$ cat src/rtl/seg_pkg.sv
// Shared definitions for the 7-segment scan driver: segment bit order, off pattern, hex font.
package seg_pkg;

  localparam int unsigned SEG_A  = 0;
  localparam int unsigned SEG_B  = 1;
  localparam int unsigned SEG_C  = 2;
  localparam int unsigned SEG_D  = 3;
  localparam int unsigned SEG_E  = 4;
  localparam int unsigned SEG_F  = 5;
  localparam int unsigned SEG_G  = 6;
  localparam int unsigned SEG_DP = 7;

  // Active-high internal encoding; pin polarity is applied only at the output register.
  localparam logic [7:0] SEG_OFF = 8'h00;

  function automatic logic [6:0] hex2seg(input logic [3:0] nib);
    logic [6:0] w_font;
    case (nib)
      4'h0:    w_font = 7'h3F;
      4'h1:    w_font = 7'h06;
      4'h2:    w_font = 7'h5B;
      4'h3:    w_font = 7'h4F;
      4'h4:    w_font = 7'h66;
      4'h5:    w_font = 7'h6D;
      4'h6:    w_font = 7'h7D;
      4'h7:    w_font = 7'h07;
      4'h8:    w_font = 7'h7F;
      4'h9:    w_font = 7'h6F;
      4'hA:    w_font = 7'h77;
      4'hB:    w_font = 7'h7C;
      4'hC:    w_font = 7'h39;
      4'hD:    w_font = 7'h5E;
      4'hE:    w_font = 7'h79;
      default: w_font = 7'h71;
    endcase
    return w_font;
  endfunction

endpackage

$ cat src/rtl/seg_scan_timer.sv
// Digit-slot prescaler and scan index; digit_tick marks the cycle whose edge advances the index.
module seg_scan_timer #(
  parameter int unsigned NUM_DIGITS = 4,
  parameter int unsigned SCAN_DIV   = 50000,
  parameter int unsigned PRESC_W    = 16,
  parameter int unsigned IDX_W      = 2
) (
  input  logic               i_clk,
  input  logic               i_rst,
  input  logic               i_enable,
  output logic [PRESC_W-1:0] o_presc,
  output logic [IDX_W-1:0]   o_idx,
  output logic               o_tick
);

  localparam logic [PRESC_W-1:0] PrescLast = PRESC_W'(SCAN_DIV - 1);
  localparam logic [IDX_W-1:0]   IdxLast   = IDX_W'(NUM_DIGITS - 1);

  logic [PRESC_W-1:0] r_presc;
  logic [IDX_W-1:0]   r_idx;

  always_ff @(posedge i_clk) begin
    if (i_rst || !i_enable) begin
      r_presc <= '0;
      r_idx   <= '0;
    end else if (r_presc == PrescLast) begin
      r_presc <= '0;
      r_idx   <= (r_idx == IdxLast) ? '0 : r_idx + IDX_W'(1);
    end else begin
      r_presc <= r_presc + PRESC_W'(1);
    end
  end

  assign o_presc = r_presc;
  assign o_idx   = r_idx;
  assign o_tick  = i_enable && !i_rst && (r_presc == PrescLast);

endmodule

$ cat src/rtl/seg_scan_driver.sv
// Time-multiplexed hex display driver: data latch, digit mux with leading-zero suppression,
// anti-ghost blanking and a polarity-aware registered pin stage.
module seg_scan_driver
  import seg_pkg::*;
#(
  parameter int unsigned NUM_DIGITS     = 4,
  parameter int unsigned SCAN_DIV       = 50000,
  parameter int unsigned BLANK_CYCLES   = 16,
  parameter bit          SEG_ACTIVE_LOW = 1'b0,
  parameter bit          AN_ACTIVE_LOW  = 1'b0
) (
  input  logic                    clk,
  input  logic                    rst,
  input  logic                    enable,
  input  logic                    load,
  input  logic [4*NUM_DIGITS-1:0] value_i,
  input  logic [NUM_DIGITS-1:0]   dp_i,
  input  logic                    lz_blank_en,
  output logic [7:0]              seg,
  output logic [NUM_DIGITS-1:0]   an,
  output logic                    digit_tick
);

  localparam int unsigned PrescW = $clog2(SCAN_DIV);
  localparam int unsigned IdxW   = (NUM_DIGITS > 1) ? $clog2(NUM_DIGITS) : 1;

  localparam logic [7:0]            SegInv = {8{SEG_ACTIVE_LOW}};
  localparam logic [NUM_DIGITS-1:0] AnInv  = {NUM_DIGITS{AN_ACTIVE_LOW}};

  logic [4*NUM_DIGITS-1:0] r_value;
  logic [NUM_DIGITS-1:0]   r_dp;
  logic [7:0]              r_seg;
  logic [NUM_DIGITS-1:0]   r_an;

  logic [PrescW-1:0]     w_presc;
  logic [IdxW-1:0]       w_idx;
  logic                  w_blank;
  logic                  w_run_zero;
  logic                  w_dark;
  logic                  w_dp;
  logic [3:0]            w_nibble;
  logic [7:0]            w_seg_next;
  logic [NUM_DIGITS-1:0] w_an_next;

  seg_scan_timer #(
    .NUM_DIGITS (NUM_DIGITS),
    .SCAN_DIV   (SCAN_DIV),
    .PRESC_W    (PrescW),
    .IDX_W      (IdxW)
  ) u_timer (
    .i_clk    (clk),
    .i_rst    (rst),
    .i_enable (enable),
    .o_presc  (w_presc),
    .o_idx    (w_idx),
    .o_tick   (digit_tick)
  );

  assign w_blank = (w_presc < PrescW'(BLANK_CYCLES));

  // Walk from the top digit down so w_run_zero means "this nibble and all above are zero".
  always_comb begin
    w_run_zero = 1'b1;
    w_dark     = 1'b0;
    w_dp       = 1'b0;
    w_nibble   = 4'h0;
    w_an_next  = '0;
    for (int k = NUM_DIGITS - 1; k >= 0; k--) begin
      w_run_zero   = w_run_zero & (r_value[4*k +: 4] == 4'h0);
      w_an_next[k] = !w_blank && (w_idx == IdxW'(k));
      if (w_idx == IdxW'(k)) begin
        w_nibble = r_value[4*k +: 4];
        w_dp     = r_dp[k];
        w_dark   = lz_blank_en && w_run_zero && (k != 0);
      end
    end
    w_seg_next         = {1'b0, w_dark ? 7'h00 : hex2seg(w_nibble)};
    w_seg_next[SEG_DP] = w_dp;
  end

  always_ff @(posedge clk) begin
    if (rst) begin
      r_value <= '0;
      r_dp    <= '0;
      r_seg   <= SEG_OFF ^ SegInv;
      r_an    <= AnInv;
    end else begin
      if (load) begin
        r_value <= value_i;
        r_dp    <= dp_i;
      end
      if (!enable) begin
        r_seg <= SEG_OFF ^ SegInv;
        r_an  <= AnInv;
      end else begin
        r_seg <= w_seg_next ^ SegInv;
        r_an  <= w_an_next ^ AnInv;
      end
    end
  end

  assign seg = r_seg;
  assign an  = r_an;

endmodule
$ cat config.mk
export PLATFORM = sky130hd
export DESIGN_NAME = seg_scan_driver
export DESIGN_NICKNAME = d
export VERILOG_FILES = /design/src/rtl/seg_pkg.sv /design/src/rtl/seg_scan_timer.sv /design/src/rtl/seg_scan_driver.sv
export SDC_FILE = /design/constraint.sdc
export NUM_CORES = 1
export LEC_CHECK = 0
export ABC_AREA = 1
export BUFFER_PORTS_ARGS = -buffer_cell sky130_fd_sc_hd__buf_2
export CAP_MARGIN = 5
export CORE_AREA = 5 5 91 93
export CTS_CLUSTER_DIAMETER = 50
export DETAILED_ROUTE_END_ITERATION = 8
export DIE_AREA = 0 0 96 98
export PLACE_DENSITY = 0.61
export SYNTH_ARGS = -nofsm -noshare
export SYNTH_HDL_FRONTEND = slang
export SYNTH_SLANG_ARGS = --single-unit
$ cat constraint.sdc
create_clock -name clk -period 1.83 [get_ports clk]
set_input_delay 0.2745 -clock clk [delete_from_list [all_inputs] [get_ports clk]]
set_output_delay 0.2745 -clock clk [all_outputs]
set_load 0.02 [all_outputs]
### After elaboration in Yosys (flattened, before gate mapping)

Memories as Yosys holds them, arrays and structs flattened. A register that Yosys moved wholly into a read port is not among the register bits.
Index checks and enable logic that the tools add are counted.

| cells by class | value |
|---|---|
| add/subtract/negate cells | 2 |
| magnitude comparators | 1 |
| equal/unequal tests | 4 |
| multiplexer cells | 13 |
| bitwise gates (word level) | 3 |
| reductions and logical operators | 20 |

Operators with widths:

| operator | count |
|---|---|
| $add A16 B1 Y16 const B | 1 |
| $eq A16 B16 Y1 const B | 1 |
| $lt A16 B5 Y1 const B | 1 |
| $mux W4 | 4 |
| $logic_not A4 Y1 | 3 |
| $logic_and A1 B1 Y1 | 9 |
| $mux W1 | 8 |
| $eq A2 B2 Y1 const B | 2 |
| $reduce_or A2 Y1 | 2 |
| $logic_not A1 Y1 | 3 |
| $reduce_or A3 Y1 | 1 |
| $add A2 B1 Y2 const B | 1 |
| $and A1 B1 Y1 | 2 |
| $eq A2 B1 Y1 const B | 1 |
| $logic_not A2 Y1 | 1 |
| $mux W2 | 1 |
| $logic_or A1 B1 Y1 | 1 |
| $not A1 Y1 | 1 |

| word-level totals | value |
|---|---|
| bits in registers | 43 |
| ROM bits | 112 |
| logic and storage cells | 50 |
| memories kept | 1 |

Memories:

| memory | depth | width | read ports | clocked after memory_dff | wr ports | RTL line | RTL |
|---|---|---|---|---|---|---|---|
| (name not given) | 16 | 7 | 1 | 1 | 0 | seg_pkg.sv:18 | `case (nib)` |

### Longest topological paths before layout

| depth | value |
|---|---|
| word-level depth | 7 |
| depth in mapped cells | 12 |
| depth with buffers taken out | 12 |

### Cells and area by module

From an unflattened synthesis, not the netlist that was laid out.

| unflattened totals | value |
|---|---|
| cells, all modules | 360 |
| area, all modules | 2539.9 µm² |

Modules (own cells, without submodules):

| module | times used | cells each | area each (µm²) |
|---|---|---|---|
| seg_scan_driver | 1 | 218 | 1585.3 |
| seg_scan_timer | 1 | 142 | 954.7 |

### Least setup slack after synthesis

Ideal clock, no wire load.

| timing path | value |
|---|---|
| kind | reg-to-reg |
| start | register u_timer.r_idx[1], in the netlist u_timer.o_idx[1] |
| end | register r_seg[3], in the netlist seg[3] |
| setup time | 0.113 ns |
| data arrival time | 1.661 ns |
| required time | 1.717 ns |
| setup slack | 0.056 ns |
| stages on the path, launching flop included | 12 |
| buffers on the path | 1 |
| cell sequence | dfxtp_1 > inv_1 > ha_1 > buf_6 > inv_2 > nand3_1 > a21oi_1 > ha_1 > nand3_1 > nand2_1 > nor2_1 > nor2_1 |

| between the ends | value |
|---|---|
| longest elaborated chain between the ends | 6 |
| elaborated cells between the ends (all ways) | 13 |
| those cells by class | 3 x eq/ne; 8 x mux; 2 x reduce/logical |

RTL lines:

| item | RTL line | RTL |
|---|---|---|
| start: declaration | seg_scan_timer.sv:20 | `logic [IDX_W-1:0] r_idx;` |
| start signal: assignment | seg_scan_timer.sv:28 | `r_idx <= (r_idx == IdxLast) ? '0 : r_idx + IDX_W'(1);` |
| $eq A2 B2 Y1 | seg_scan_driver.sv:71 | `if (w_idx == IdxW'(k)) begin` |
| $mux W1 (4 in a row) | seg_scan_driver.sv:71 |  |
| $reduce_or A3 Y1 (no source line) | - |  |
| end: declaration | seg_scan_driver.sv:32 | `logic [7:0] r_seg;` |

Several ways; a longest one is shown, not always the timed one.
A chain may end at the register's enable or synchronous reset.

### Worst setup path in the final report

| timing path | value |
|---|---|
| start | register u_timer.r_idx[0], in the netlist u_timer.o_idx[0] |
| end | register r_seg[3], in the netlist seg[3] |

Same word-level chain as after synthesis.

==> results.sh <==
export IMPL_cts_clk_slew_worst_paths_ns=0.09
export IMPL_vias_per_cell=4.60
export IMPL_place_congestion=0.870
export IMPL_cts_tree="done"
export IMPL_track_usage_pct=12.6
export IMPL_htree_levels=2
export IMPL_dieWidth_um=96
export IMPL_grt_pass1_vias=2189
export IMPL_ys_types=33
export IMPL_critical_path_max_fanout=4
export IMPL_root_buffer="clkbuf_8"
export IMPL_port_buffer_count=37
export IMPL_critPathCaptureType="register"
export IMPL_critical_path_class="reg -> reg"
export IMPL_final_common_cell="nand2_1"
export IMPL_busiest_layer="met2"
export IMPL_reg2reg_setup_slack_ns=0.06
export IMPL_cts_buffer_depth=2
export IMPL_first_pass_iters=4
export IMPL_hold_viol=0
export IMPL_synthArstFlopShare_pct=0
export IMPL_cts_buffers=5
export IMPL_ios=38
export IMPL_postSynthAreaPerCell_um2=7.34
export IMPL_drv_slew=0
export IMPL_clock_sinks=50
export IMPL_outcome="completed"
export IMPL_min_period_over_period_pct=96.9
export IMPL_power_leakage_nw=1.37
export IMPL_grt_max_degree=28
export IMPL_finClkSkew_ns=0.0107
export IMPL_insertion_delay_ns=0.31
export IMPL_worstSetupEndpoint="seg[3]"
export IMPL_grtUsageMet3_pct=3.24
export IMPL_dp_slack_ns=-0.0462
export IMPL_yosysSeqAreaShare_pct=40.2
export IMPL_drt_initial_drc_count=65
export IMPL_required_ns=2.08
export IMPL_die_area_um2=9410
export IMPL_final_net_count=437
export IMPL_route_detailed_drc=0
export IMPL_synth_main_ff_cell="dfxtp_1"
export IMPL_die_height_um=98
export IMPL_yosys_register_bits=50
export IMPL_postCtsHoldBufs=0
export IMPL_synthesis_area_um2=2490
export IMPL_use_met2_pct=22.5
export IMPL_cp_start_kind="register"
export IMPL_fp_coreArea_um2=7450
export IMPL_rsz0062_at_grt="yes"
export IMPL_grt_overflow_total=0
export IMPL_worst_slew_pin_slew_ns=0.430
export IMPL_place_hpwl_mm=4.40
export IMPL_syn_num_nets=376
export IMPL_min_period_ns=1.77
export IMPL_synth_edf_count=0
export IMPL_grt_first_pass_wirelength_mm=9.47
export IMPL_max_freq_mhz=564
export IMPL_reg2reg_to="seg[3]"
export IMPL_setup_viol=0
export IMPL_vias=2314
export IMPL_layout_common_cells="nand2_1, dfxtp_1, buf_2, inv_1, a21oi_1"
export IMPL_yosysWarnings=0
export IMPL_netlist_instances=339
export IMPL_slew_headroom_pct=71.3
export IMPL_hp_class="in -> reg"
export IMPL_worst_ep_arrival_time_ns=2.03
export IMPL_rows=32
export IMPL_diodes=0
export IMPL_area_delta_synth_final_pct=30.8
export IMPL_drt_wl_total_mm=6.10
export IMPL_maxCapViolCount=0
export IMPL_r2r_start="u_timer.o_idx[0]"
export IMPL_peakVddDrop_uv=366
export IMPL_setup_slack_ns=0.0570
export IMPL_startpoint="u_timer.o_idx[0]"
export IMPL_antenna_found_initial=0
export IMPL_layout_drive_gt1_share_pct=29.2
export IMPL_power_per_cell_area_nw_per_um2=662
export IMPL_post_drt_wl_per_cell_um=12.1
export IMPL_hold_ws_ns=0.205
export IMPL_min_from="value_i[9]"
export IMPL_met1_usage_pct=14.6
export IMPL_fillers=775
export IMPL_rr_worst_depth=11
export IMPL_start_util_pct=33.4
export IMPL_ant_nets=0
metrics by stage:
stage               util, %  setup TNS [ns]  std cells  cell area [µm²]  power [W]
floorplan                 -               0        339             2490    0.00131
global placement       38.3        -0.00342        484             2850    0.00138
detailed placement     38.3         -0.0825        484             2850    0.00138
CTS                    40.6               0        494             3020    0.00216
global route           43.7         -0.0799        503             3250    0.00225
finish                 43.7               0        503             3250    0.00215
state kept, by name, indices dropped and copies added (netlist names):
name             count
r_dp                 4
seg                  8
r_value             16
an                   4
u_timer.o_presc     16
u_timer.o_idx        2
logic make-up after synthesis:
group                    share of synthesized area, %
buffers and inverters                            8.40
AND/OR/NAND/NOR                                  30.9
adder cells (fa/ha/maj)                          6.03
flip-flops                                       40.2
XOR/XNOR                                        0.704
AO/OA/AOI/OAI                                    13.7
per-layer routing:
layer / share of wire [%] / wire length (µm) / up-vias
li1: - / - / 1222
met1: 43 / 2650 / 1052
met2: 51 / 3130 / 35
met3: 4.1 / 249 / 5
met4: 1.2 / 76 / 0
met5: 0 / 0 / -
repair_timing:
item                                    4_1_cts  5_1_grt
pin swaps                                     2       17
endpoints found under the setup margin        4        8
setup buffers                                 2        9
resized for setup                            13       38
cell usage after synthesis (4+ instances only):
| library cell | number | area [µm²] |
|---|---|---|
| o21ai_0 | 7 | 35.0 |
| nor2_1 | 30 | 113 |
| inv_1 | 34 | 128 |
| nor3b_1 | 6 | 45.0 |
| nand2_1 | 86 | 323 |
| clkbuf_1 | 5 | 18.8 |
| a21oi_1 | 37 | 185 |
| a211oi_1 | 8 | 60.1 |
| ha_1 | 12 | 150 |
| nor3_1 | 13 | 65.1 |
| dfxtp_1 | 50 | 1000 |
| buf_6 | 4 | 45.0 |
| nand3_1 | 17 | 85.1 |
worst max-delay path, stage by stage (launching register included):
cell        delay [ns]
dfxtp_4           0.37
clkinvlp_4        0.13
ha_4              0.22
a21oi_4           0.12
nand2_2           0.08
nand2_2           0.08
nand2_4           0.08
ha_4              0.16
nand3b_1          0.19
nand2_1           0.11
o21ai_1           0.07
nor2_1            0.11
worst min path at each step:
stage / cells past startpoint / endpoint / slack [ns]
2_1_floorplan: 2 / r_value[11] / 0.41
3_3_place_gp: 1 / u_timer.o_presc[0] / 0.43
3_5_place_dp: 1 / u_timer.o_presc[0] / 0.44
4_1_cts: 3 / r_value[9] / 0.20
5_1_grt: 3 / r_value[9] / 0.20
6_report: 3 / r_value[9] / 0.20
where the power goes:
| group | switching [W] | total (W) | internal, W | leakage [nW] |
|---|---|---|---|---|
| Clock | 0.000373 | 0.000776 | 0.000403 | 0.0579 |
| Sequential | 0.0000215 | 0.00115 | 0.00112 | 0.410 |
| Combinational | 0.000136 | 0.000232 | 0.0000957 | 0.902 |
| Total | 0.000530 | 0.00215 | 0.00162 | 1.37 |
final cells by class:
class                      instances  area (µm²)  share of cell area, %
sequential                        50        1010                   30.9
multi-input combinational        242        1470                   45.0
tap                              102         128                   3.92
clock inverter                     3        40.0                   1.23
timing repair buffer              63         390                   12.0
inverter                          38         155                   4.77
clock buffer                       5        68.8                   2.11
Note: power is estimated with default switching activity, not from simulation.
